===== config.mk =====
export PLATFORM = sky130hd
export DESIGN_NAME = branch_resolve
export DESIGN_NICKNAME = d
export VERILOG_FILES = /design/src/rtl/branch_resolve_pkg.sv /design/src/rtl/branch_resolve_sat_counter32.sv /design/src/rtl/branch_resolve.sv
export SDC_FILE = /design/constraint.sdc
export NUM_CORES = 1
export LEC_CHECK = 0
export CORE_ASPECT_RATIO = 1.5
export CORE_MARGIN = 8
export CORE_UTILIZATION = 40
export CTS_BUF_LIST = sky130_fd_sc_hd__clkbuf_4 sky130_fd_sc_hd__clkbuf_8 sky130_fd_sc_hd__clkbuf_16
export CTS_CLUSTER_SIZE = 24
export DETAILED_ROUTE_END_ITERATION = 8
export GPL_ROUTABILITY_DRIVEN = 0
export HOLD_SLACK_MARGIN = 0.15
export PLACE_DENSITY = 0.77
export SLEW_MARGIN = 20
export SYNTH_ARGS = -nofsm -noshare
export SYNTH_HDL_FRONTEND = slang
export SYNTH_SLANG_ARGS = --single-unit
export TNS_END_PERCENT = 20

===== constraint.sdc =====
create_clock -name clk_in -period 3.1 [get_ports clk_in]
set_clock_uncertainty 0.05 [all_clocks]
set_input_delay 0.62 -clock clk_in [delete_from_list [all_inputs] [get_ports clk_in]]
set_output_delay 0.62 -clock clk_in [all_outputs]
set_load 0.05 [all_outputs]

===== src/rtl/branch_resolve_pkg.sv =====
// Shared types and constants for the branch resolution unit.
package branch_resolve_pkg;

    typedef enum logic {
        IDLE  = 1'b0,
        FLUSH = 1'b1
    } br_state_e;

    localparam int PC_WIDTH_DEF = 32;
    localparam int INSN_BYTES   = 4;

endpackage


===== src/rtl/branch_resolve_sat_counter32.sv =====
// 32-bit event counter that sticks at all-ones instead of wrapping.
module sat_counter32 (
    input  logic        clk_in,
    input  logic        rst_in,
    input  logic        inc_en,
    output logic [31:0] count
);

    logic [31:0] count_q;
    logic [31:0] count_d;

    always_comb begin
        count_d = count_q;
        if (inc_en && (count_q != 32'hFFFF_FFFF)) begin
            count_d = count_q + 32'd1;
        end
    end

    always_ff @(posedge clk_in or negedge rst_in) begin
        if (!rst_in) begin
            count_q <= 32'd0;
        end else begin
            count_q <= count_d;
        end
    end

    assign count = count_q;

endmodule


===== src/rtl/branch_resolve.sv =====
// Resolves branches in EX: trains the predictor, redirects fetch on a
// mispredict and holds flush for a fixed number of enabled cycles.
module branch_resolve
    import branch_resolve_pkg::*;
#(
    parameter int FLUSH_CYCLES = 2,
    parameter int PC_WIDTH     = PC_WIDTH_DEF
) (
    input  logic                clk_in,
    input  logic                rst_in,
    input  logic                rdy_in,
    input  logic                ex_valid,
    input  logic                ex_is_br,
    input  logic                ex_taken,
    input  logic [PC_WIDTH-1:0] ex_pc,
    input  logic [PC_WIDTH-1:0] ex_target_pc,
    input  logic                ex_pred_taken,
    input  logic [PC_WIDTH-1:0] ex_pred_pc,
    output logic                upd_valid,
    output logic [PC_WIDTH-1:0] upd_pc,
    output logic [PC_WIDTH-1:0] upd_target,
    output logic                upd_taken,
    output logic                redirect_valid,
    output logic [PC_WIDTH-1:0] redirect_pc,
    output logic                flush,
    output logic [31:0]         br_count,
    output logic [31:0]         mispred_count
);

    localparam logic [3:0] FLUSH_LOAD = 4'(FLUSH_CYCLES - 1);

    br_state_e           state_q, state_d;
    logic [3:0]          cnt_q, cnt_d;
    logic                upd_valid_q, upd_valid_d;
    logic [PC_WIDTH-1:0] upd_pc_q, upd_pc_d;
    logic [PC_WIDTH-1:0] upd_target_q, upd_target_d;
    logic                upd_taken_q, upd_taken_d;
    logic                redirect_valid_q, redirect_valid_d;
    logic [PC_WIDTH-1:0] redirect_pc_q, redirect_pc_d;

    logic                accept;
    logic                mispred;
    logic [PC_WIDTH-1:0] corr_pc;

    // Branches seen while flushing are on the wrong path and must be dropped.
    assign accept  = rdy_in & ex_valid & ex_is_br & (state_q == IDLE);
    assign mispred = (ex_taken != ex_pred_taken) |
                     (ex_taken & ex_pred_taken & (ex_target_pc != ex_pred_pc));
    assign corr_pc = ex_taken ? ex_target_pc : (ex_pc + PC_WIDTH'(INSN_BYTES));

    always_comb begin
        state_d          = state_q;
        cnt_d            = cnt_q;
        upd_valid_d      = upd_valid_q;
        upd_pc_d         = upd_pc_q;
        upd_target_d     = upd_target_q;
        upd_taken_d      = upd_taken_q;
        redirect_valid_d = redirect_valid_q;
        redirect_pc_d    = redirect_pc_q;

        // With rdy_in low everything above simply holds, strobes included.
        if (rdy_in) begin
            upd_valid_d      = 1'b0;
            redirect_valid_d = 1'b0;
            unique case (state_q)
                IDLE: begin
                    if (accept) begin
                        upd_valid_d  = 1'b1;
                        upd_pc_d     = ex_pc;
                        upd_target_d = ex_target_pc;
                        upd_taken_d  = ex_taken;
                        if (mispred) begin
                            redirect_valid_d = 1'b1;
                            redirect_pc_d    = corr_pc;
                            state_d          = FLUSH;
                            cnt_d            = FLUSH_LOAD;
                        end
                    end
                end
                FLUSH: begin
                    if (cnt_q == 4'd0) begin
                        state_d = IDLE;
                    end else begin
                        cnt_d = cnt_q - 4'd1;
                    end
                end
                default: state_d = IDLE;
            endcase
        end
    end

    always_ff @(posedge clk_in or negedge rst_in) begin
        if (!rst_in) begin
            state_q          <= IDLE;
            cnt_q            <= 4'd0;
            upd_valid_q      <= 1'b0;
            upd_pc_q         <= '0;
            upd_target_q     <= '0;
            upd_taken_q      <= 1'b0;
            redirect_valid_q <= 1'b0;
            redirect_pc_q    <= '0;
        end else begin
            state_q          <= state_d;
            cnt_q            <= cnt_d;
            upd_valid_q      <= upd_valid_d;
            upd_pc_q         <= upd_pc_d;
            upd_target_q     <= upd_target_d;
            upd_taken_q      <= upd_taken_d;
            redirect_valid_q <= redirect_valid_d;
            redirect_pc_q    <= redirect_pc_d;
        end
    end

    sat_counter32 u_br_count (
        .clk_in (clk_in),
        .rst_in (rst_in),
        .inc_en (accept),
        .count  (br_count)
    );

    sat_counter32 u_mispred_count (
        .clk_in (clk_in),
        .rst_in (rst_in),
        .inc_en (accept & mispred),
        .count  (mispred_count)
    );

    assign upd_valid      = upd_valid_q;
    assign upd_pc         = upd_pc_q;
    assign upd_target     = upd_target_q;
    assign upd_taken      = upd_taken_q;
    assign redirect_valid = redirect_valid_q;
    assign redirect_pc    = redirect_pc_q;
    assign flush          = (state_q == FLUSH);

endmodule


==> results of run 1 <==
==> flip-flops by register name, summed over array words and instances, names as in the netlist <==
name and flops:
cnt_q 4, redirect_pc 32, flush 1, redirect_valid 1, u_mispred_count.count 32, upd_pc 32
upd_taken 1, u_br_count.count 32, upd_target 32, upd_valid 1
==> worst max-delay path by stage <==
stage / slack [ns] / cells after the start / from / to
6_report: 0.46 / 9 / ex_target_pc[25] / u_mispred_count.count[1]
3_3_place_gp: 0.007 / 10 / ex_target_pc[0] / u_mispred_count.count[1]
4_1_cts: 0.46 / 9 / ex_target_pc[25] / u_mispred_count.count[1]
5_1_grt: 0.32 / 10 / ex_target_pc[20] / u_mispred_count.count[1]
2_1_floorplan: 0.85 / 8 / ex_target_pc[28] / redirect_pc[16]
3_5_place_dp: 0.004 / 9 / ex_target_pc[25] / u_mispred_count.count[1]
==> cell usage after synthesis, types with 6 or more instances <==
cell / number
sky130_fd_sc_hd__dfrtp_1: 168
sky130_fd_sc_hd__xor2_1: 84
sky130_fd_sc_hd__nand2_1: 75
sky130_fd_sc_hd__mux2_2: 60
sky130_fd_sc_hd__o21ai_0: 42
sky130_fd_sc_hd__xnor2_1: 36
sky130_fd_sc_hd__nand3_1: 34
sky130_fd_sc_hd__nor2_1: 31
sky130_fd_sc_hd__nand4_1: 23
sky130_fd_sc_hd__a21oi_1: 17
sky130_fd_sc_hd__and3_1: 13
sky130_fd_sc_hd__inv_1: 13
sky130_fd_sc_hd__mux2i_1: 12
sky130_fd_sc_hd__nor3_1: 12
sky130_fd_sc_hd__clkbuf_1: 10
sky130_fd_sc_hd__nor4_1: 10
sky130_fd_sc_hd__nor4_2: 10
sky130_fd_sc_hd__buf_2: 8
sky130_fd_sc_hd__nor3_2: 7
sky130_fd_sc_hd__buf_4: 6
==> metrics by stage <==
stage	std cells	instance area, sq um
floorplan	740	8320
global placement	1285	11500
detailed placement	1285	11500
CTS	1318	12200
global route	1319	12200
finish	1320	12200
==> worst register-to-register path, stage by stage, from the launching register on <==
cell and delay [ns]:
sky130_fd_sc_hd__dfrtp_1 0.45, sky130_fd_sc_hd__and4_4 0.28, sky130_fd_sc_hd__nand4_2 0.17, sky130_fd_sc_hd__nor3_2 0.25, sky130_fd_sc_hd__and3_4 0.45, sky130_fd_sc_hd__nor2_2 0.09
sky130_fd_sc_hd__mux2_4 0.31
==> report_power, final <==
part           switching [mW]  internal, mW  total, mW  leakage, nW
clock                   0.882          1.56       2.44        0.336
sequential              0.438          2.90       3.33         2.15
combinational            3.43          1.79       5.23         2.79
total                    4.75          6.25       11.0         5.28
==> layer usage <==
metal	wire length (um)	up-vias	GRT usage [%]	share of wire, %
met5	13	-	0	0.048
met4	782	2	8.97	2.9
met3	1660	44	5.29	6.1
met2	14500	196	38.3	53
met1	10100	3314	22.4	37
li1	-	3189	-	-
==> cell usage in the layout (no fill, tap or decap), types with 6 or more instances in the layout <==
cell	count
sky130_fd_sc_hd__nor2_1	31
sky130_fd_sc_hd__nor4_2	10
sky130_fd_sc_hd__dfrtp_1	168
sky130_fd_sc_hd__a21oi_1	17
sky130_fd_sc_hd__mux2i_1	12
sky130_fd_sc_hd__nand3_1	34
sky130_fd_sc_hd__xor2_1	84
sky130_fd_sc_hd__bufinv_16	6
sky130_fd_sc_hd__nand4_1	23
sky130_fd_sc_hd__nor3_2	7
sky130_fd_sc_hd__nor3_1	12
sky130_fd_sc_hd__o21ai_0	42
sky130_fd_sc_hd__mux2_2	60
sky130_fd_sc_hd__clkbuf_16	17
sky130_fd_sc_hd__nor4_1	10
sky130_fd_sc_hd__nand2_1	75
sky130_fd_sc_hd__inv_1	13
sky130_fd_sc_hd__clkdlybuf4s50_1	264
sky130_fd_sc_hd__xnor2_1	36
sky130_fd_sc_hd__and3_1	13
sky130_fd_sc_hd__buf_4	41
==> logic make-up (layout without fill, tap and decap cells) <==
kind of cell | count (synthesis) | after routing | synth area share (%)
and+or+nand+nor | 255 | 255 | 18.0
DFF | 168 | 168 | 50.5
xor gates and xnor gates | 120 | 120 | 12.6
muxes | 79 | 79 | 10.6
AOI/OAI and AO/OA | 70 | 70 | 4.69
buffers and inverters | 43 | 357 | 2.78
adders and majority gates | 5 | 5 | 0.752
other | 0 | 2 | 0
==> layout make-up <==
type                       count  area [sq um]  share of cell area, %
antenna                        2          5.00                 0.0410
clock buffer                  21           462                   3.78
clock inverter                11           220                   1.80
inverter                      13          48.8                  0.400
multi-input combinational    529          3890                   31.8
sequential                   168          4200                   34.4
tap                          264           330                   2.70
timing repair buffer         312          3060                   25.0
==> what timing repair did <==
action                                 4_1_cts  5_1_grt
endpoints found under the hold margin       32        0
hold buffers                                 1        0
gates resized for setup                      0        0
==> reports/summary.md, run 1 <==
Post-CTS timing repair inserted 0 buffers for setup. The run gives 3.37 ns as the worst endpoint required time. Adding up every negative setup slack in the final design gives 0 ns.

The cell type of the slowest stage on the worst timing path is sky130_fd_sc_hd__clkdlybuf4s50_1. Once the floorplan was initialized, standard cells occupied 40.8% of the core. The worst-case headroom to the max-slew limit was 54.5%; the per-cell via count in the routed design was 5.11. After detailed routing, the average wire length per cell comes to 20.5 um. The maximum number of pins on one net before global-route repair is 64, and the transition time at the pin with the least slew margin is 0.682 ns. The most used flip-flop cell after synthesis is sky130_fd_sc_hd__dfrtp_1. The design draws 11.0 mW. Setup slack after layout: 0.458 ns. Counting flops with an async set or reset pin after synthesis yields a share of 100%. The type of the worst min-delay path is flip-flop to flip-flop. Global routing finished with a remaining overflow of 0. The arrival time at the worst endpoint was 2.91 ns.

Via count of the first global-routing pass: 7170. The number of synthesized register bits is 168. Summed over all layers, the routed wires come to 27000 um. Critical setup path kind: primary input to flip-flop. Clock latency on the worst-skew pair, taken at its later pin, is 0.43 ns. The synthesized design devotes to its leading area cell type 50.5% of total area. The endpoint of the most critical register-to-register path is u_mispred_count.count[1].

After clock tree synthesis, the clock-pin slew on the worst setup and hold paths is 0.06 ns. After synthesis, the mean cell area works out to 11.2 sq um. Of all nets on the critical path, the largest fanout is 19.

The Yosys step of the flow raised 0 warnings. After filler insertion, the fill cell instance count of the layout stands at 1742. The number of pins exceeding their max-slew limit in the final report was 0. The delay contributed by the slowest stage of the critical path works out to 0.50 ns. After the first detailed-routing iteration, the DRC count stood at 288. The nature of the critical path startpoint is a primary input. Worst ir drop on vdd: 0.591 mV. The first detailed-routing pass ran for 6 iterations. The die outline height works out to 193 um. Power density over the cells: 901 nW/um^2. The element type at the critical path end is a flip-flop. The tools report the number of clock sinks seen by CTS as 168.

Across the run, the number of max-cap violations was 0. The initial antenna violation count was 2; the horizontal extent of the die was 134 um. Yosys mapped a number of flops with a built-in enable equal to 0. Launch point of the worst hold path: redirect_pc[13]. Clock tree synthesis inserted a total of 17 buffers. The tools report the hold path endpoint as redirect_pc[13]. The port buffer count works out to 266.

Summing the sequential cell areas from Yosys gives 50.5% of the chip area. The cell count of the worst reg-to-reg path was 6. For this design the static power due to leakage is 5.28 nW. The floorplan step defined a core boundary enclosing 20400 sq um.

The critical path goes through clkdlybuf4s50_1 > xor2_1 > nor4_1 > nand4_1 > o21ai_2 > a21o_4 > buf_12 > nor2_2 > mux2_4. For the number of failing hold endpoints at the final stage, the log shows 0. TritonCTS built the clock tree. The global-route wire length before repair came out at 41100 um. By area the synthesized netlist is led by sky130_fd_sc_hd__dfrtp_1 (51%), sky130_fd_sc_hd__xor2_1 (8.8%), sky130_fd_sc_hd__mux2_2 (8.1%).

Source of the worst register-to-register timing path: u_mispred_count.count[3]. For the worst hold slack after final layout, the log shows 0.431 ns. The cell class contributing the biggest share of worst-path delay is simple AND/OR/NAND/NOR gates. 267 I/O pins were placed.

Clock period minus worst slack: 2.64 ns. The wire-length estimate of the detail-placed layout is 21300 um. The netlist uses 52 different library cells. For this run, the total global-route usage over all layers was measured as 20.9%. At the end of the flow the core is filled with cells to 59.8%.

The pre-CTS setup slack came out at 0.00426 ns. The number of placement rows was 64; the hold path depth was 2. Synthesis produced a netlist whose cell count is 740.

The post-synthesis instance area was 8320 sq um. Setup repair after global routing left no endpoint under its margin. Slack of the worst reg-to-reg path: 0.93 ns. For the number of buffers on the longest clock path, the log shows 2. The flow ran to the end, and the final reports show no timing, DRC or antenna violations. In the final layout, the share of cells above drive strength 1 is 17.4%.

The count of nets left with antenna violations once routing finished came out at 0. The number of nets in the synthesized netlist is 848. Clock tree synthesis selected as its root buffer the cell sky130_fd_sc_hd__clkbuf_16. The number of vias after detailed routing was 6745. Die outline area: 25800 sq um. The H-tree was split into 4 levels. Compared with the post-synthesis result, the final layout area differs by 46.8%.

The biggest area contributor in the post-synthesis netlist is sky130_fd_sc_hd__dfrtp_1. For this run, the top clock speed supported by timing is 0.378 GHz. The part of the cycle the worst path needs is 85.2%, and the net total in the final layout is 1149. The setup violation total in the final timing report is 0, and the number of DRC violations after detailed routing is 0.

Together, buffers and inverters on the worst path number 2.
Power figures use the tool's default switching activity.
==> inputs of run 2 (changes only) <==
--- a/config.mk
+++ b/config.mk
@@ -5,15 +5,17 @@
 export SDC_FILE = /design/constraint.sdc
 export NUM_CORES = 1
 export LEC_CHECK = 0
+export ABC_CLOCK_PERIOD_IN_PS = 3100
+export CAP_MARGIN = 10
 export CORE_ASPECT_RATIO = 1.5
 export CORE_MARGIN = 8
-export CORE_UTILIZATION = 40
+export CORE_UTILIZATION = 50
 export CTS_BUF_LIST = sky130_fd_sc_hd__clkbuf_4 sky130_fd_sc_hd__clkbuf_8 sky130_fd_sc_hd__clkbuf_16
 export CTS_CLUSTER_SIZE = 24
 export DETAILED_ROUTE_END_ITERATION = 8
 export GPL_ROUTABILITY_DRIVEN = 0
 export HOLD_SLACK_MARGIN = 0.15
-export PLACE_DENSITY = 0.77
+export PLACE_DENSITY = 0.92
 export SLEW_MARGIN = 20
 export SYNTH_ARGS = -nofsm -noshare
 export SYNTH_HDL_FRONTEND = slang
==> reports/summary.md, run 2 (same netlist as run 1, synthesis figures left out) <==
The run gives 0.258 ns (-0.199 ns) as the setup slack after layout. Setup repair after global routing left no endpoint under its margin. Part of the cycle the worst path needs: 91.7% (+6.4 points).

The nature of the critical path startpoint is a primary input. The remaining global-route overflow came out at 0 (unchanged). The setup fix buffers added after clock tree synthesis was 0 (unchanged); the number of buffers on the longest clock path was 2 (unchanged).

The element type at the critical path end is a flip-flop. The max capacitance violation total is 0 (unchanged). The post-placement cell count is 1219 (-5.1%).

The tools report the remaining number of nets flagged by the antenna check after routing as 0 (unchanged). The tools report the number of DRC violations after detailed routing as 0 (unchanged). The setup violation total in the final timing report is 0 (unchanged), and the net total in the final layout is 1136 (-1.1%). The logs give 17 (unchanged) for the total clock buffers created by CTS and 0 (-2) for the initial antenna violation count. The transition time at the pin with the least slew margin came out at 0.794 ns (+0.112 ns). TritonCTS built the clock tree.

The instance area at placement came out at 11400 sq um (-1.2%). The critical path starts at ex_target_pc[18]. The arrival time at the worst endpoint came out at 3.09 ns (+0.18 ns). The worst-case headroom to the max-slew limit is 47.1% (-7.4 points), and the final non-filler cell total is 1251 (-5.2%). By startpoint and endpoint, the worst setup path is classified as primary input to flip-flop. For the number of detailed-routing iterations run before antenna repair, the log shows 4 (-2).

The share of final-layout standard cells stronger than drive strength 1 is 16.4% (-0.94 points). The run gives -0.220 ns (-0.224 ns) as the pre-CTS setup slack. Number of ports placed on the die boundary: 267 (unchanged). The tools report the global-route wire length before repair as 41200 um (+0.25%). The number of placement rows came out at 58 (-9.4%). For the number of clock sinks seen by CTS, the log shows 168 (unchanged).

The horizontal extent of the die works out to 121 um (-9.3%). The path class of the tightest hold or removal check is primary input to asynchronous set/reset pin. The worst hold slack after final layout is 0.197 ns (-0.233 ns), and the count of filler cells inserted in the layout is 1136 (-35%). The highest achievable clock rate is 0.352 GHz (-7.0%), and the largest fanout on the critical path is 18 (-1). Worst ir drop on vdd: 0.689 mV (+17%). The power density over the cells is 893 nW/um^2 (-0.93%), and the worst endpoint required time is 3.35 ns (-0.02 ns). The detail-routed net length per standard cell was 21.3 um (+3.8%).

Commonest non-fill, non-tap cell in the layout: sky130_fd_sc_hd__clkdlybuf4s50_1. The clock-pin slew reported for the worst setup and hold paths after clock tree synthesis is 0.07 ns (about the same), and the final instance area is 12000 sq um (-2.0%). The die outline height was 174 um (-9.7%).

Number of gates resized after cts: 0 (unchanged). The share of the core filled with cells came out at 72.3% (+13 points). The quantity of hold-fixing buffers added after cts is 0 (-1). The startpoint identified for the worst register-to-register timing path is flush.

The flow ran to the end, and the final reports show no timing, DRC or antenna violations. The logs give 6926 (+2.7%) for the number of vias after detailed routing and 10.7 mW (-2.9%) for the total power after layout. Number of levels the H-tree was split into: 4 (unchanged). The detailed placer's ending HPWL came out at 20800 um (-2.5%). The leakage power of the design was 5.18 nW (-1.9%); the port buffer count was 266 (unchanged). The tools report the total core area as 16500 sq um (-19%). The initial core utilization was 50.3% (+9.5 points); the number of pins exceeding their max-slew limit in the final report was 0 (unchanged). The clock period minus worst slack is 2.84 ns (+0.199 ns). The clock latency of the later-clocked register in the worst-skew pair was 0.42 ns (about the same); the maximum number of pins on one net before global-route repair was 82 (+28%).

The run gives 7467 (+4.1%) as the via count of the first global-routing pass. The library cells used most frequently in the layout, excluding fill and tap cells, are sky130_fd_sc_hd__clkdlybuf4s50_1 (264), sky130_fd_sc_hd__dfrtp_1 (168), sky130_fd_sc_hd__xor2_1 (84). The per-cell via count in the routed design is 5.54 (+8.3%), and the die outline area is 21100 sq um (-18%). The number of failing hold endpoints at the final stage is 0 (unchanged), and the relative area change from synthesis to final layout is 43.8%. The combined global-route utilization of all metal layers was 25.1% (+4.2 points). The cell sitting at the root of the clock tree is a sky130_fd_sc_hd__clkbuf_16. The tools report the antenna diode instance count as 0 (-2). The tools report the aggregate negative setup slack as 0 ns (unchanged). The final wirelength was 26600 um (-1.6%); the number of DRC markers in iteration 0 was 464 (+61%).
-- run 2: per-layer routing --
metal | GRT usage, % | vias up | wire length (um)
li1 | - | 3166 | -
met1 | 26.7 | 3464 | 9540
met2 | 45.6 | 244 | 14300
met3 | 6.53 | 52 | 1850
met4 | 9.96 | 0 | 918
met5 | 0 | - | 0
-- run 2: worst paths after layout --
check | to | slack [ns] | depth (start not counted)
max | u_mispred_count.count[30] | 0.26 | 10
max reg2reg | u_br_count.count[25] | 0.92 | 7
min reg2reg | redirect_pc[18] | 0.44 | 2
min in group clk_in | redirect_pc[18] | 0.44 | 2
min | upd_pc[12] | 0.20 | 1
max in group asynchronous | upd_target[29] | 2.03 | 2
-- run 2: power by group --
part / switching [mW] / internal (mW)
logic: 3.44 / 1.79
registers: 0.447 / 2.89
clock network: 1.03 / 1.08
-- run 2: layout make-up --
cell class	instances	area, sq um	share of cell area (%)
Clock inverter	15	159	1.33
Multi-Input combinational cell	529	3890	32.5
Tap cell	210	263	2.20
Clock buffer	17	425	3.55
Sequential cell	168	4200	35.1
Timing Repair Buffer	299	2980	24.9
Inverter	13	48.8	0.408
-- run 2: worst max-delay path, stage by stage --
cell	delay, ns
sky130_fd_sc_hd__clkdlybuf4s50_1	0.47
sky130_fd_sc_hd__xor2_1	0.19
sky130_fd_sc_hd__nor4_1	0.52
sky130_fd_sc_hd__buf_4	0.21
sky130_fd_sc_hd__nand4_1	0.14
sky130_fd_sc_hd__o21ai_2	0.22
sky130_fd_sc_hd__a21o_4	0.18
sky130_fd_sc_hd__buf_12	0.17
sky130_fd_sc_hd__nor3b_2	0.07
sky130_fd_sc_hd__mux2_4	0.30
==> inputs of run 3 (changes only) <==
--- a/config.mk
+++ b/config.mk
@@ -7,16 +7,16 @@
 export LEC_CHECK = 0
 export ABC_CLOCK_PERIOD_IN_PS = 3100
 export CAP_MARGIN = 10
-export CORE_ASPECT_RATIO = 1.5
+export CORE_ASPECT_RATIO = 0.9
 export CORE_MARGIN = 8
 export CORE_UTILIZATION = 50
 export CTS_BUF_LIST = sky130_fd_sc_hd__clkbuf_4 sky130_fd_sc_hd__clkbuf_8 sky130_fd_sc_hd__clkbuf_16
+export CTS_CLUSTER_DIAMETER = 30
 export CTS_CLUSTER_SIZE = 24
 export DETAILED_ROUTE_END_ITERATION = 8
 export GPL_ROUTABILITY_DRIVEN = 0
 export HOLD_SLACK_MARGIN = 0.15
 export PLACE_DENSITY = 0.92
-export SLEW_MARGIN = 20
 export SYNTH_ARGS = -nofsm -noshare
 export SYNTH_HDL_FRONTEND = slang
 export SYNTH_SLANG_ARGS = --single-unit
==> reports/summary.md, run 3 (same netlist as run 1, synthesis figures left out) <==
The delay contributed by the slowest stage of the critical path was 0.48 ns (-0.04 ns); the highest achievable clock rate was 0.361 GHz (+2.6%). The clock period minus worst slack is 2.77 ns (-0.0714 ns), and the per-cell via count in the routed design is 5.52 (-0.21%). The launch point of the worst path is ex_target_pc[13]. Master cell of the clock root buffer: sky130_fd_sc_hd__clkbuf_16. The logs give 5.25 nW (+1.2%) for the leakage power of the design and 1080 (-4.9%) for the count of filler cells inserted in the layout. The type of the worst min-delay path is primary input to asynchronous set/reset pin. The tools report the number of DRC markers in iteration 0 as 400 (-14%).

The share of total power consumed by net switching is 43.8% (-2.3 points). The initial antenna violation count is 1 (+1). The part of the cycle the worst path needs was 89.4% (-2.3 points); the total power after layout was 10.9 mW (+2.0%). The largest fanout on the critical path is 38 (+20), and the combined global-route utilization of all metal layers is 25.3% (+0.15 points). The number of buffers on the longest clock path was 2 (unchanged). The logs give 30.7% (-0.6 points) for the sequential share of power and 7195 (-3.6%) for the via count of the first global-routing pass.

The reported net switching power is 4.77 mW (-3.0%). The run gives 0.42 ns (about the same) as the clock latency of the later-clocked register in the worst-skew pair. The initial core utilization was 51.2% (+0.95 points). The number of clock sinks seen by CTS is 168 (unchanged). The logs give 0 (unchanged) for the number of gates resized after cts and 0 (unchanged) for the setup fix buffers added after clock tree synthesis.

The clock-pin slew reported for the worst setup and hold paths after clock tree synthesis was 0.06 ns (about the same); the remaining global-route overflow was 0 (unchanged). For the power share of the combinational group, the log shows 48.2% (-0.7 points). The tools report the quantity of hold-fixing buffers added after cts as 0 (unchanged). The run gives 3.04 ns (-0.05 ns) as the arrival time at the worst endpoint. From synthesis to final layout, the design area changed by 45.0%. Walking the worst path, the cells encountered are clkdlybuf4s50_1 > xor2_1 > nor4_1 > nand4_1 > o21ai_2 > a21o_4 > buf_12 > buf_12 > nand2_1 > o21ai_0. The worst setup path is of the primary input to flip-flop kind.

The logs give 0 (unchanged) for the number of pins exceeding their max-slew limit in the final report and 4200 sq um (unchanged) for the storage element area. The worst setup path is launched from a primary input. The power density over the cells is 903 nW/um^2 (+1.2%). The share of final-layout standard cells stronger than drive strength 1 came out at 16.8% (+0.40 points). In this design, the largest share of critical-path delay is due to simple AND/OR/NAND/NOR gates. The number of DRC violations after detailed routing was 0 (unchanged).

The library cell used most frequently in the layout, excluding fill and tap cells, is sky130_fd_sc_hd__clkdlybuf4s50_1. The run gives 20500 um (-1.2%) as the detailed placer's ending HPWL. For the number of levels the H-tree was split into, the log shows 4 (unchanged). The horizontal extent of the die is 152 um (+25%). For the internal power consumption, the log shows 6.13 mW (+6.3%). The setup violation total in the final timing report is 0 (unchanged).

Multi-input combinational cell area: 3890 sq um (unchanged). The tools report the number of detailed-routing iterations run before antenna repair as 6 (+2). The total core area came out at 16200 sq um (-1.8%). Number of placement rows: 44 (-24%). The max capacitance violation total was 0 (unchanged); the worst ir drop on vdd was 0.751 mV (+9.1%). The logs give 267 (unchanged) for the number of ports placed on the die boundary and 3.37 ns (+0.02 ns) for the worst endpoint required time. The global-route wire length before repair came out at 41800 um (+1.5%). The top cell types in the final layout, fill and taps aside, are sky130_fd_sc_hd__clkdlybuf4s50_1 (264), sky130_fd_sc_hd__dfrtp_1 (168), sky130_fd_sc_hd__xor2_1 (84). The worst register-to-register path begins at flush. The transition time at the pin with the least slew margin came out at 0.639 ns (-0.155 ns). The element type at the critical path end is a flip-flop. Setup repair after global routing left no endpoint under its margin. The port buffer count works out to 266 (unchanged).

For the total clock buffers created by CTS, the log shows 17 (unchanged). The buffers plus inverters on the worst setup path was 3 (unchanged); the final wirelength was 26800 um (+0.79%). The run gives 6928 (+0.029%) as the number of vias after detailed routing.

Counting stages on the worst path, the most repeated cell is sky130_fd_sc_hd__buf_12. The number of failing hold endpoints at the final stage is 0 (unchanged), and the die outline area is 21000 sq um (-0.37%). Clock power share: 21.2% (+1.4 points). Net total in the final layout: 1141 (+0.44%). TritonCTS built the clock tree.

The largest individual stage delay along the critical path comes from the cell sky130_fd_sc_hd__clkdlybuf4s50_1. The run gives 74.3% (+2.0 points) as the share of the core filled with cells. The run gives 57.4% (+10 points) as the worst-case headroom to the max-slew limit. The run finished with clean final reports. The die outline height was 138 um (-20%); the remaining number of nets flagged by the antenna check after routing was 0 (unchanged). The maximum number of pins on one net before global-route repair came out at 71 (-13%). The detail-routed net length per standard cell works out to 21.4 um (+0.54%).
[run 3: final timing paths]
kind	endpoint	slack, ns	cells after the start
hold / removal	upd_target[2]	0.14	1
max in group asynchronous	u_br_count.count[25]	2.05	2
min in group clk_in	redirect_pc[27]	0.43	2
hold reg to reg	redirect_pc[27]	0.43	2
setup / recovery	redirect_pc[17]	0.33	10
setup reg to reg	u_mispred_count.count[25]	0.78	7
[run 3: cell type report]
cell class | instances | area share, %
Sequential cell | 168 | 34.8
Multi-Input combinational cell | 529 | 32.2
Timing Repair Buffer | 304 | 25.0
Clock buffer | 22 | 3.99
Tap cell | 207 | 2.15
Clock inverter | 10 | 1.37
Inverter | 13 | 0.404
Antenna cell | 1 | 0.0207
[run 3: routing by layer]
layer	global-route usage (%)	vias to the layer above	share of wire, %
li1	-	3177	-
met1	31.9	3425	42
met2	40.8	282	49
met3	6.98	44	6.7
met4	9.46	0	2.6
met5	0	-	0
[run 3: worst register-to-register path, cell delays in order (launching register included)]
cell and delay (ns):
sky130_fd_sc_hd__dfrtp_1 0.44, sky130_fd_sc_hd__inv_1 0.13, sky130_fd_sc_hd__nand4_1 0.41, sky130_fd_sc_hd__a21o_4 0.38
sky130_fd_sc_hd__buf_12 0.16, sky130_fd_sc_hd__buf_12 0.14, sky130_fd_sc_hd__nor4b_2 0.32, sky130_fd_sc_hd__xor2_1 0.20
[run 3: power by group through the flow]
stage / combinational (mW) / clock (mW) / sequential [mW]
5_1_grt: 5.44 / 2.42 / 3.43
2_1_floorplan: 0.823 / 0 / 5.71
6_report: 5.25 / 2.31 / 3.34
4_1_cts: 5.28 / 2.34 / 3.34
3_3_place_gp: 5.16 / 0 / 3.30
3_5_place_dp: 5.25 / 0 / 3.37
[run 3: through the flow]
step | area, sq um | setup WS, ns | cells | setup TNS (ns) | hold WS (ns)
after floorplan | 8320 | 0.854 | 740 | 0 | 0.274
after global placement | 11400 | -0.0770 | 1221 | -1.06 | 0.412
after detailed placement | 11400 | -0.0821 | 1221 | -1.81 | 0.420
after CTS | 12100 | 0.352 | 1253 | 0 | 0.154
after global routing | 12100 | 0.220 | 1254 | 0 | 0.163
final | 12100 | 0.330 | 1254 | 0 | 0.144
==> edit 1 (flow settings as in run 2) <==
Register the input `ex_target_pc` before use. The logic sees it one clock later. The other inputs are not delayed to match.
--- a/src/rtl/branch_resolve.sv
+++ b/src/rtl/branch_resolve.sv
@@ -30,4 +30,10 @@
     localparam logic [3:0] FLUSH_LOAD = 4'(FLUSH_CYCLES - 1);
 
+    logic [PC_WIDTH-1:0] ex_target_pc_q;
+
+    always_ff @(posedge clk_in) begin
+        ex_target_pc_q <= ex_target_pc;
+    end
+
     br_state_e           state_q, state_d;
     logic [3:0]          cnt_q, cnt_d;
@@ -46,6 +52,6 @@
     assign accept  = rdy_in & ex_valid & ex_is_br & (state_q == IDLE);
     assign mispred = (ex_taken != ex_pred_taken) |
-                     (ex_taken & ex_pred_taken & (ex_target_pc != ex_pred_pc));
-    assign corr_pc = ex_taken ? ex_target_pc : (ex_pc + PC_WIDTH'(INSN_BYTES));
+                     (ex_taken & ex_pred_taken & (ex_target_pc_q != ex_pred_pc));
+    assign corr_pc = ex_taken ? ex_target_pc_q : (ex_pc + PC_WIDTH'(INSN_BYTES));
 
     always_comb begin
@@ -68,5 +74,5 @@
                         upd_valid_d  = 1'b1;
                         upd_pc_d     = ex_pc;
-                        upd_target_d = ex_target_pc;
+                        upd_target_d = ex_target_pc_q;
                         upd_taken_d  = ex_taken;
                         if (mispred) begin
Formal check against the unedited RTL: not equivalent (Yosys sat finds a counterexample within 4 cycles, from zero or initial values and one cycle with rst_in low).
==> edit 1 against run 2 <==
  * First-iteration DRC count is 2.8% higher
  * Cell count is 14% higher
  * Largest power group is now registers
  * Total power is 20% lower
  * Global-route usage is 0.32 points higher
  * Sequential cell count is 32 higher
  * Critical endpoint is now redirect_pc[12]
  * Final area is 5.0% higher
  * Largest cell class unchanged
  * Highest routed layer is now met5
  * Worst setup slack better by 0.14 ns
  * Fmax is 5.0% higher
  * Routed wire length is 7.7% higher
  * Synthesized area is 6.6% higher
==> edit 1: results <==
metrics = {
    "status": {
        "status": "completed",
    },
    "final_layout": {
        "fill_cells": 1224,
        "layout-drive-gt1-share": 0.0761,
        "fin_nets": 1304,
    },
    "global_routing": {
        "grt_pass1_wl_um": 44800,
        "grtUsageTotal": 0.254,
        "grt_max_degree": 70,
        "antenna_found_initial": 3,
        "grt_pass1_vias": 8264,
    },
    "synth": {
        "synth_common_cells": "nand2_1, dfrtp_1, xnor2_1, xor2_1, nor2_1",
        "synth.area.top_cells": "dfrtp_1, nand2_1, dfxtp_1",
        "ys.warnings.count": 0,
        "async_flop_share": 0.840,
        "ys_types": 47,
        "yosys_most_used_dff": "dfrtp_1",
        "syn_nets": 1025,
        "synth-seq-area-share": 0.546,
    },
    "detailed_routing": {
        "first_pass_iters": 6,
        "wl_per_cell_um": 20.1,
        "drt_iter0_drc": 477,
        "num_vias": 7748,
    },
    "power_and_ir_drop": {
        "ir_worst_vdd_mv": 0.463,
        "p_leak_uw": 0.00564,
    },
    "clock_network": {
        "cts_made_buffers": 17,
        "clock_latency_ns": 0.43,
        "cts-root-buf": "clkbuf_16",
        "cts_max_level": 4,
        "clockBufferDepth": 2,
        "path_clk_slew_ns": 0.07,
        "cts_resized": 0,
    },
    "sta": {
        "worst_pin_slew_ns": 0.780,
    },
    "place": {
        "hpwl_um": 21900,
        "port_buffers": 266,
    },
    "setup_path": {
        "worstPathArrival_ns": 2.95,
        "crit_slowest_cell": "clkdlybuf4s50_1",
        "slowest_delay_ns": 0.47,
        "cp_max_fo": 29,
        "critPathTopFamily": "buffers and inverters",
    },
    "min_path": {
        "holdCritPathClass": "reg -> reg",
    },
}
[edit 1: changes by cell type after synthesis, moves of 13 or more]
cell     change
mux2_2      -49
nor3_1      +13
xor2_1      -30
nand2_1    +195
dfxtp_1     +32
xnor2_1     +33
[edit 1: per-stage QoR]
step                      setup WS, ns  instances  cell area [um^2]
final                            0.395       1424             12600
after global routing             0.282       1424             12600
after CTS                        0.381       1422             12600
after detailed placement       -0.0634       1389             11900
after global placement         -0.0124       1389             11900
after floorplan                  0.629        917              8870
[edit 1: metal layers]
layer | vias to the layer above | global-route usage | part of all wire
met5 | - | 0 | 0.00049
met4 | 2 | 0.140 | 0.044
met3 | 71 | 0.0740 | 0.068
met2 | 296 | 0.465 | 0.53
met1 | 3793 | 0.256 | 0.35
li1 | 3586 | - | -
[edit 1: area by class of cell]
class	instances	area share
repair buffers	296	0.233
inverters	13	0.00388
well taps	213	0.0212
multi-input cells	668	0.307
diodes	2	0.000398
flip-flops and latches	200	0.386
clock inverters	10	0.00936
clock buffers	22	0.0401
[edit 1: path summary, 6_finish.rpt]
| path | from | endpoint | slack (ns) | depth (start not counted) |
|---|---|---|---|---|
| min in group asynchronous | rst_in | u_mispred_count.count[1] | 0.65 | 2 |
| max | ex_pred_pc[16] | redirect_pc[12] | 0.39 | 9 |
| min | ex_target_pc_q[12] | upd_target[12] | 0.42 | 2 |
| min reg2reg | ex_target_pc_q[12] | upd_target[12] | 0.42 | 2 |
| max reg2reg | ex_target_pc_q[13] | redirect_pc[12] | 0.56 | 8 |
| max in group asynchronous | rst_in | u_br_count.count[0] | 1.34 | 3 |
[edit 1: what timing repair did]
action	in CTS	in global routing
endpoints found under the hold margin	55	0
buffers inserted	0	0
hold buffers	1	0
[edit 1: kinds of logic after synthesis]
| group | share of synthesized area |
|---|---|
| compound gates | 0.0408 |
| buf+inv | 0.0226 |
| fa+ha+maj | 0.00705 |
| simple gates | 0.239 |
| xor+xnor | 0.121 |
| mux | 0.0230 |
| flops | 0.546 |
[edit 1: report_power, final]
group          internal, uW  switching [uW]
Sequential             2990             313
Clock                  1280            1030
Combinational           965            1920
[edit 1: worst register-to-register path: cells and delay by family, from the launching register on]
| kind | cells | cell delay (ns) |
|---|---|---|
| buf+inv | 2 | 0.47 |
| simple gates | 2 | 0.73 |
| flops | 1 | 0.47 |
| xor+xnor | 1 | 0.16 |
| compound gates | 3 | 0.54 |
==> edit 2 (config.mk and constraints of run 2) <==
Made on the original files. Set the package constant `PC_WIDTH_DEF` to 36 (it was 32).
--- a/src/rtl/branch_resolve_pkg.sv
+++ b/src/rtl/branch_resolve_pkg.sv
@@ -7,5 +7,5 @@
     } br_state_e;
 
-    localparam int PC_WIDTH_DEF = 32;
+    localparam int PC_WIDTH_DEF = 36;
     localparam int INSN_BYTES   = 4;
 
Ports: changed (6 resized); port bits go from 267 to 291. No check against the original RTL was run, so the function may have changed too.
==> edit 2 against run 2 <==
  * Routed wire length up 15%
  * Critical path type unchanged
  * Hold slack gained 0.22 ns
  * Sequential cell count rose by 12
  * Final area up 7.2%
  * Total power is 20% lower
  * Worst setup slack worse by 0.13 ns
  * Synthesized area grew 6.5%
==> edit 2: results <==
metrics = {
    "final_layout": {
        "clkCellAreaFrac": 0.0439,
        "diodes": 1,
        "inverters": 14,
        "fin_nets": 1378,
        "layout-drive-gt1-share": 0.0740,
        "fill_cells": 1195,
        "regArea_mm2": 0.00450,
        "buffer_area_frac": 0.255,
        "buffers": 331,
        "multi_input_area_mm2": 0.00416,
        "nClkBuffers": 19,
    },
    "synth": {
        "synth_xor_area_frac": 0.123,
        "ys_types": 51,
        "synth.area.top_cells": "dfrtp_1, nand2_1, xor2_1",
        "synth_mux_area_frac": 0.0333,
        "synthAdderAreaFrac": 0.00706,
        "synth-seq-area-share": 0.508,
        "syn_nets": 1065,
        "syn_area_per_cell_um2": 9.38,
    },
    "global_routing": {
        "grt_pass1_wl_um": 47500,
        "grt_max_degree": 73,
        "grt_use_met2": 0.477,
        "grtUsageTotal": 0.268,
        "grt_use_met3": 0.0601,
        "grt_pass1_vias": 8674,
    },
    "setup_path": {
        "cp_max_fo": 13,
        "reg2reg_to": "u_mispred_count.count[20]",
        "worstPathArrival_ns": 3.23,
        "timing.rr.start": "u_mispred_count.count[0]",
        "crit_slowest_cell": "clkdlybuf4s50_1",
    },
    "detailed_routing": {
        "wl_met3_um": 2020,
        "dr_wl_met2_um": 16100,
        "num_vias": 8344,
        "wl_met1_um": 11000,
        "first_pass_iters": 5,
        "vias_per_cell": 5.62,
        "drt_iter0_drc": 720,
        "drt_wl_total_um": 30600,
    },
    "min_path": {
        "min_to": "upd_target[17]",
        "holdCritPathClass": "reg -> reg",
    },
    "place": {
        "place_ws_ns": -0.409,
        "postPlaceCellArea_mm2": 0.0122,
        "hpwl_um": 23300,
        "port_buffers": 290,
    },
    "power_and_ir_drop": {
        "powerDensity_mw_per_mm2": 669,
        "p_seq_uw": 3100,
        "p_leak_uw": 0.00575,
        "p_sw_frac": 0.418,
        "ir_worst_vdd_mv": 0.418,
    },
    "sta": {
        "slew-limit-headroom": 0.542,
        "worst_hold_slack_ns": 0.422,
    },
    "status": {
        "status": "completed",
    },
    "clock_network": {
        "hold_buffers": 1,
    },
}
edit 2: cell types whose count changed after synthesis, sizes merged, moves of 6 or more:
cell and change:
xnor2 +16, nand4b +6, clkbuf +15, mux2 -55
buf -8, dfrtp +12, nand3 +8, nand2 +212
o21ai -9, xor2 -11
edit 2: worst max path at each step:
stage | start | endpoint | slack (ns) | depth (start not counted)
finish | ex_target_pc[22] | redirect_pc[15] | 0.12 | 7
global route | ex_target_pc[22] | redirect_pc[15] | 0.03 | 7
CTS | ex_target_pc[30] | redirect_pc[15] | 0.02 | 8
detailed placement | ex_target_pc[30] | redirect_pc[15] | -0.41 | 8
global placement | ex_target_pc[18] | redirect_pc[14] | -0.29 | 8
floorplan | ex_taken | redirect_pc[23] | 0.70 | 5
edit 2: logic make-up after synthesis:
kind of cell,Yosys count
adders and majority gates,5
and+or+nand+nor,491
xor gates and xnor gates,125
DFF,180
muxes,28
AOI/OAI and AO/OA,65
buffers and inverters,51
